===== src/rtl/fetch_pkg.sv =====
// Shared types, constants and sizing helpers for the instruction-fetch front end.
package fetch_pkg;

  typedef enum logic [0:0] {
    RUN   = 1'b0,
    FAULT = 1'b1
  } fetch_state_t;

  localparam logic [31:0] NOP_INSTR = 32'h0000_0013;

  // Entry layout at the default 32-bit PC width; fetch_unit mirrors it at XLEN.
  localparam int unsigned ENTRY_XLEN = 32;

  typedef struct packed {
    logic [ENTRY_XLEN-1:0] pc;
    logic [31:0]           instr;
    logic                  fault;
  } fetch_entry_t;

  function automatic int unsigned count_width(input int unsigned depth);
    return $clog2(depth + 1);
  endfunction

endpackage


===== src/rtl/fetch_fifo.sv =====
// Synchronous instruction buffer with flush, register-array head and occupancy count.
module fetch_fifo
  import fetch_pkg::*;
#(
  parameter int DEPTH = 4,
  parameter int WIDTH = 8,
  localparam int CW = count_width(DEPTH),
  localparam int PW = $clog2(DEPTH)
) (
  input  logic             clk,
  input  logic             reset_n,
  input  logic             flush,
  input  logic             push,
  input  logic [WIDTH-1:0] push_data,
  input  logic             pop,
  output logic             head_valid,
  output logic [WIDTH-1:0] head_data,
  output logic [CW-1:0]    count
);

  logic [WIDTH-1:0] mem [DEPTH];
  logic [PW-1:0]    rd_ptr;
  logic [PW-1:0]    wr_ptr;
  logic [CW-1:0]    cnt;
  logic             do_pop;

  assign head_valid = (cnt != '0);
  assign head_data  = mem[rd_ptr];
  assign count      = cnt;
  assign do_pop     = pop & head_valid;

  // A flush discards everything; a push in the same cycle becomes the sole entry.
  always_ff @(posedge clk or negedge reset_n) begin
    if (!reset_n) begin
      rd_ptr <= '0;
      wr_ptr <= '0;
      cnt    <= '0;
      for (int i = 0; i < DEPTH; i++) mem[i] <= '0;
    end else if (flush) begin
      rd_ptr <= '0;
      if (push) begin
        mem[0] <= push_data;
        wr_ptr <= PW'(1);
        cnt    <= CW'(1);
      end else begin
        wr_ptr <= '0;
        cnt    <= '0;
      end
    end else begin
      if (push) begin
        mem[wr_ptr] <= push_data;
        wr_ptr      <= wr_ptr + PW'(1);
      end
      if (do_pop) rd_ptr <= rd_ptr + PW'(1);
      case ({push, do_pop})
        2'b10:   cnt <= cnt + CW'(1);
        2'b01:   cnt <= cnt - CW'(1);
        default: cnt <= cnt;
      endcase
    end
  end

  fetch_fifo_chk #(.DEPTH(DEPTH), .CW(CW)) u_chk (
    .clk     (clk),
    .reset_n (reset_n),
    .push    (push),
    .pop     (do_pop),
    .flush   (flush),
    .count   (cnt)
  );

endmodule


===== src/rtl/fetch_fifo_chk.sv =====
// Protocol checks for fetch_fifo; the issue rule must make a push into a full buffer impossible.
module fetch_fifo_chk #(
  parameter int DEPTH = 4,
  parameter int CW    = 3
) (
  input logic          clk,
  input logic          reset_n,
  input logic          push,
  input logic          pop,
  input logic          flush,
  input logic [CW-1:0] count
);

  no_push_when_full: assert property (
    @(posedge clk) disable iff (!reset_n)
    !(push && !pop && !flush && (count == CW'(DEPTH)))
  );

endmodule


===== src/rtl/fetch_unit.sv =====
// Instruction-fetch front end: owns the PC, issues one imem read per cycle and buffers
// returned words for decode, with redirect flush and misaligned-target fault entries.
module fetch_unit
  import fetch_pkg::*;
#(
  parameter int unsigned      XLEN         = 32,
  parameter logic [XLEN-1:0]  RESET_VECTOR = '0,
  parameter int unsigned      FIFO_DEPTH   = 4
) (
  input  logic            clk,
  input  logic            reset_n,
  output logic            imem_req_valid,
  output logic [XLEN-1:0] imem_req_addr,
  input  logic            imem_resp_valid,
  input  logic [31:0]     imem_resp_data,
  input  logic            redirect_valid,
  input  logic [XLEN-1:0] redirect_pc,
  output logic            out_valid,
  input  logic            out_ready,
  output logic [XLEN-1:0] out_pc,
  output logic [31:0]     out_instr,
  output logic            out_fault
);

  localparam int unsigned CW = count_width(FIFO_DEPTH);
  localparam int unsigned EW = XLEN + 33;
  localparam logic [CW:0] DEPTH_LIM = FIFO_DEPTH[CW:0];

  typedef struct packed {
    logic [XLEN-1:0] pc;
    logic [31:0]     instr;
    logic            fault;
  } entry_t;

  fetch_state_t    state;
  fetch_state_t    state_next;
  logic [XLEN-1:0] pc;
  logic [XLEN-1:0] req_pc;
  logic            inflight;
  logic            issue;
  logic            push;
  logic            misaligned;
  entry_t          push_entry;
  entry_t          head_entry;
  logic [CW-1:0]   count;
  logic [CW:0]     occupancy;

  // Buffered plus in-flight work must never exceed the buffer, so overflow cannot occur.
  assign occupancy  = {1'b0, count} + {{CW{1'b0}}, inflight};
  assign misaligned = (redirect_pc[1:0] != 2'b00);

  // Next state, issue decision and FIFO write source.
  always_comb begin
    state_next = state;
    issue      = 1'b0;
    push       = 1'b0;
    push_entry = '0;
    if (redirect_valid) begin
      state_next = misaligned ? FAULT : RUN;
      push       = misaligned;
      push_entry = '{pc: redirect_pc, instr: NOP_INSTR, fault: 1'b1};
    end else begin
      push       = imem_resp_valid & inflight;
      push_entry = '{pc: req_pc, instr: imem_resp_data, fault: 1'b0};
      case (state)
        RUN:     issue = reset_n & (occupancy < DEPTH_LIM);
        FAULT:   issue = 1'b0;
        default: issue = 1'b0;
      endcase
    end
  end

  // FSM state register.
  always_ff @(posedge clk or negedge reset_n) begin
    if (!reset_n) state <= RUN;
    else          state <= state_next;
  end

  // PC and the single outstanding request it produced.
  always_ff @(posedge clk or negedge reset_n) begin
    if (!reset_n) begin
      pc       <= RESET_VECTOR;
      req_pc   <= RESET_VECTOR;
      inflight <= 1'b0;
    end else begin
      inflight <= issue;
      if (redirect_valid) pc <= redirect_pc;
      else if (issue)     pc <= pc + XLEN'(4);
      if (issue) req_pc <= pc;
    end
  end

  fetch_fifo #(.DEPTH(FIFO_DEPTH), .WIDTH(EW)) u_fifo (
    .clk        (clk),
    .reset_n    (reset_n),
    .flush      (redirect_valid),
    .push       (push),
    .push_data  (push_entry),
    .pop        (out_ready),
    .head_valid (out_valid),
    .head_data  (head_entry),
    .count      (count)
  );

  assign imem_req_valid = issue;
  assign imem_req_addr  = pc;
  assign out_pc         = head_entry.pc;
  assign out_instr      = head_entry.instr;
  assign out_fault      = head_entry.fault;

endmodule


===== config.mk =====
export PLATFORM = sky130hd
export DESIGN_NAME = fetch_unit
export DESIGN_NICKNAME = d
export VERILOG_FILES = /design/src/rtl/fetch_pkg.sv /design/src/rtl/fetch_fifo.sv /design/src/rtl/fetch_fifo_chk.sv /design/src/rtl/fetch_unit.sv
export SDC_FILE = /design/constraint.sdc
export NUM_CORES = 1
export LEC_CHECK = 0
export ABC_AREA = 1
export CAP_MARGIN = 20
export CORE_ASPECT_RATIO = 1.75
export CORE_MARGIN = 2
export CORE_UTILIZATION = 60
export CTS_CLUSTER_SIZE = 25
export DETAILED_ROUTE_END_ITERATION = 6
export GPL_TIMING_DRIVEN = 0
export PLACE_DENSITY = 0.84
export SETUP_SLACK_MARGIN = 0.02
export SYNTH_ARGS = -nofsm -noshare
export SYNTH_HDL_FRONTEND = slang
export SYNTH_HIERARCHICAL = 1
export SYNTH_SLANG_ARGS = --single-unit

===== constraint.sdc =====
create_clock -name clk -period 4.2 [get_ports clk]
set_input_delay 1.05 -clock clk [delete_from_list [all_inputs] [get_ports clk]]
set_output_delay 1.05 -clock clk [all_outputs]
set_load 0.01 [all_outputs]

==> impl_metrics.tcl <==
set metrics [dict create \
    hold_viol 0 \
    worst_pin_slew_ns 0.811 \
    maxCapViolCount 0 \
    arrival_ns 3.04 \
    grt_max_degree 105 \
    n_fill_cell 1951 \
    post_cts_buffers 0 \
    worst_setup_path_start_kind "flip-flop" \
    endpoint_kind "primary output" \
    grt_pass1_wl_um 76600 \
    crit_path_max_incr_delay_ns 0.62 \
    powerDensity_nw_per_um2 581 \
    ys_async_sr_fraction 1.00 \
    antenna_found_initial 0 \
    cts.htree.levels 1 \
    ant_nets 0 \
    cts-buffers-inserted 30 \
    cts_buffer_depth 3 \
    netlist.area_leader.share 0.525 \
    routed-via-count 14700 \
    track_usage 0.351 \
    drive_gt1_frac 0.0896 \
    switching_share 0.343 \
    status "completed" \
    route.detailed.drc 0 \
    synth_seq_cells 333 \
    clockPowerShare 0.262 \
    wirelength_um 48400 \
    fp.dieH_um 219 \
    diodes 0 \
    critPathSlowestCell "clkdlybuf4s50_1" \
    fin_ws_ns 0.112 \
    final_max_slew_viol_count 0 \
    dp_slack_ns -0.586 \
    synth-edff-count 0 \
    clkSlewWorstSetupHoldPaths_ns 0.07 \
    area_growth_pct 20.6 \
    cts_hold_buffers 0 \
    ys_types 35 \
    p_leak_uw 0.00901 \
    firstDrtPassIters 6 \
    grt-ovfl-total 0 \
    gp_congestion 0.984 \
    num-nets-final 2194 \
    die_w_um 127 \
    dp_hpwl_um 33600 \
    yosysMostFrequentCell "nand2_1" \
    fin_crit_sh 0.973 \
    clock_latency_ns 0.57 \
    post_drt_via_cell_ratio 5.95 \
    required_ns 3.15 \
    grt_pass1_vias 14800 \
    start_util 0.611 \
    netlist_area_um2 15900 \
    clock-root-buffer "clkbuf_16" \
    ys_seq_area_frac 0.525 \
    setup.worst_path.class "flip-flop to primary output" \
    fmax_mhz 245 \
    synth_warnings 6 \
    p_seq_frac 0.410 \
    drt_iter0_drc 1376 \
    setup-violations-final 0 \
    path_cells "buf_4 -> inv_2 -> buf_2 -> buf_2 -> nor2_1 -> o22ai_1 -> clkdlybuf4s50_1" \
    rows 78 \
    core_area_um2 26000 \
    syn_inst 1916 \
    power.share.combinational 0.328 \
    die_area_um2 27800 \
    cts.sinks 333 \
    p_sw_uw 3820 \
    p_int_uw 7310 \
    ios 168 \
    yosys-top-cells-area "dfrtp_1 53%, o21ai_0 11%, nand2_1 10%" \
    yosys-top-cells-count "425 x nand2_1, 344 x o21ai_0, 333 x dfrtp_1" \
    grt_setup_unrepaired "false" \
    avgRoutedWirePerCell_um 19.7 \
    min_period_ns 4.09 \
    ys.flop_type "dfrtp_1" \
    avgSynthCellArea_um2 8.28 \
    syn_nets 1991 \
    cp_max_fo 10 \
    max_slew_margin 0.459 \
    cts_tree "yes" \
    hold_path.class "primary input to asynchronous set/reset pin" \
    io_buffers 167 \
    r2r_cells 11 \
    cpMostUsedCell "buf_2" \
    post-synth-top-area-cell "dfrtp_1" \
    vdd_ir_drop_max_uv 423 \
    fin_skew_ns 0.00641 \
    hold_slack_ns 0.366 \
]
==> sequential cells by signal, indices dropped and copies added, names as in the netlist <==
signal / cells
req_pc: 32
state: 1
u_fifo/mem: 260
u_fifo/rd_ptr: 2
imem_req_addr: 32
u_fifo/count: 3
inflight: 1
u_fifo/wr_ptr: 2
==> cells in the final DEF (no fill, tap or decap), types with 33 or more instances in the layout <==
cell and n:
o22ai_1 65, o21ai_2 35, o21ai_1 85, dfrtp_1 333, buf_6 33, nand2_1 425, clkbuf_1 62, clkdlybuf4s50_1 165
o21ai_0 344, nand3_1 41, nor2_1 202, inv_1 163
==> metrics by stage <==
stage	setup TNS, ns	utilization	power, uW	instance area [um2]	std cells
floorplan	0	-	6470	15900	1916
global placement	-4631.30	0.691	8020	17900	2403
detailed placement	-17.90	0.693	8140	18000	2405
CTS	0	0.737	11100	19100	2462
global route	0	0.737	11700	19100	2462
finish	0	0.737	11100	19100	2462
==> final timing paths <==
kind	from	endpoint	slack [ns]
worst max-delay path	u_fifo/rd_ptr[0]$_DFFE_PN0P_	out_pc[2]	0.11
min in group clk	u_fifo/mem[146]$_DFFE_PN0P_	u_fifo/mem[146]$_DFFE_PN0P_	0.48
max in group asynchronous	reset_n	u_fifo/mem[10]$_DFFE_PN0P_	2.99
worst min register to register	u_fifo/mem[146]$_DFFE_PN0P_	u_fifo/mem[146]$_DFFE_PN0P_	0.48
worst max register to register	inflight$_DFF_PN0_	u_fifo/count[2]$_DFFE_PN0P_	2.06
worst min-delay path	reset_n	u_fifo/mem[21]$_DFFE_PN0P_	0.37
==> repair_timing <==
| item | CTS | global route |
|---|---|---|
| gates resized for setup | 3 | 2 |
| gates cloned | 2 | 1 |
| setup endpoints to repair | 1 | 9 |
==> layer usage <==
layer / global-route usage / share of wire
met1: 0.399 / 0.35
met2: 0.607 / 0.52
met3: 0.0449 / 0.064
met4: 0.249 / 0.071
met5: 0 / 0
==> kinds of logic after synthesis <==
| group | synth area share |
|---|---|
| and+or+nand+nor | 0.189 |
| DFF | 0.525 |
| buffers and inverters | 0.0869 |
| adders and majority gates | 0.00520 |
| xor gates and xnor gates | 0.00607 |
| AOI/OAI and AO/OA | 0.187 |
==> cell type report <==
type	count	area, um2	area share
multi-input combinational	1293	6160	0.322
tap	320	400	0.0209
inverter	170	638	0.0333
clock inverter	9	153	0.00798
buffer	119	737	0.0385
sequential	333	8330	0.435
clock buffer	46	892	0.0466
timing repair buffer	172	1830	0.0956
==> power by group through the flow <==
stage	Sequential, uW	Clock [uW]	Combinational [uW]
4_1_cts	4530	2930	3620
6_report	4560	2920	3650
3_5_place_dp	4580	0	3570
2_1_floorplan	4470	0	2000
5_1_grt	4640	3080	3990
3_3_place_gp	4560	0	3460
==> critical path: cells and delay by family, from the launching register on <==
family                 cells  cell delay [ns]
AOI/OAI and AO/OA          1             0.35
DFF                        1             0.47
buffers and inverters      5             1.57
and+or+nand+nor            1             0.07
Note: power is estimated with default switching activity, not from simulation.
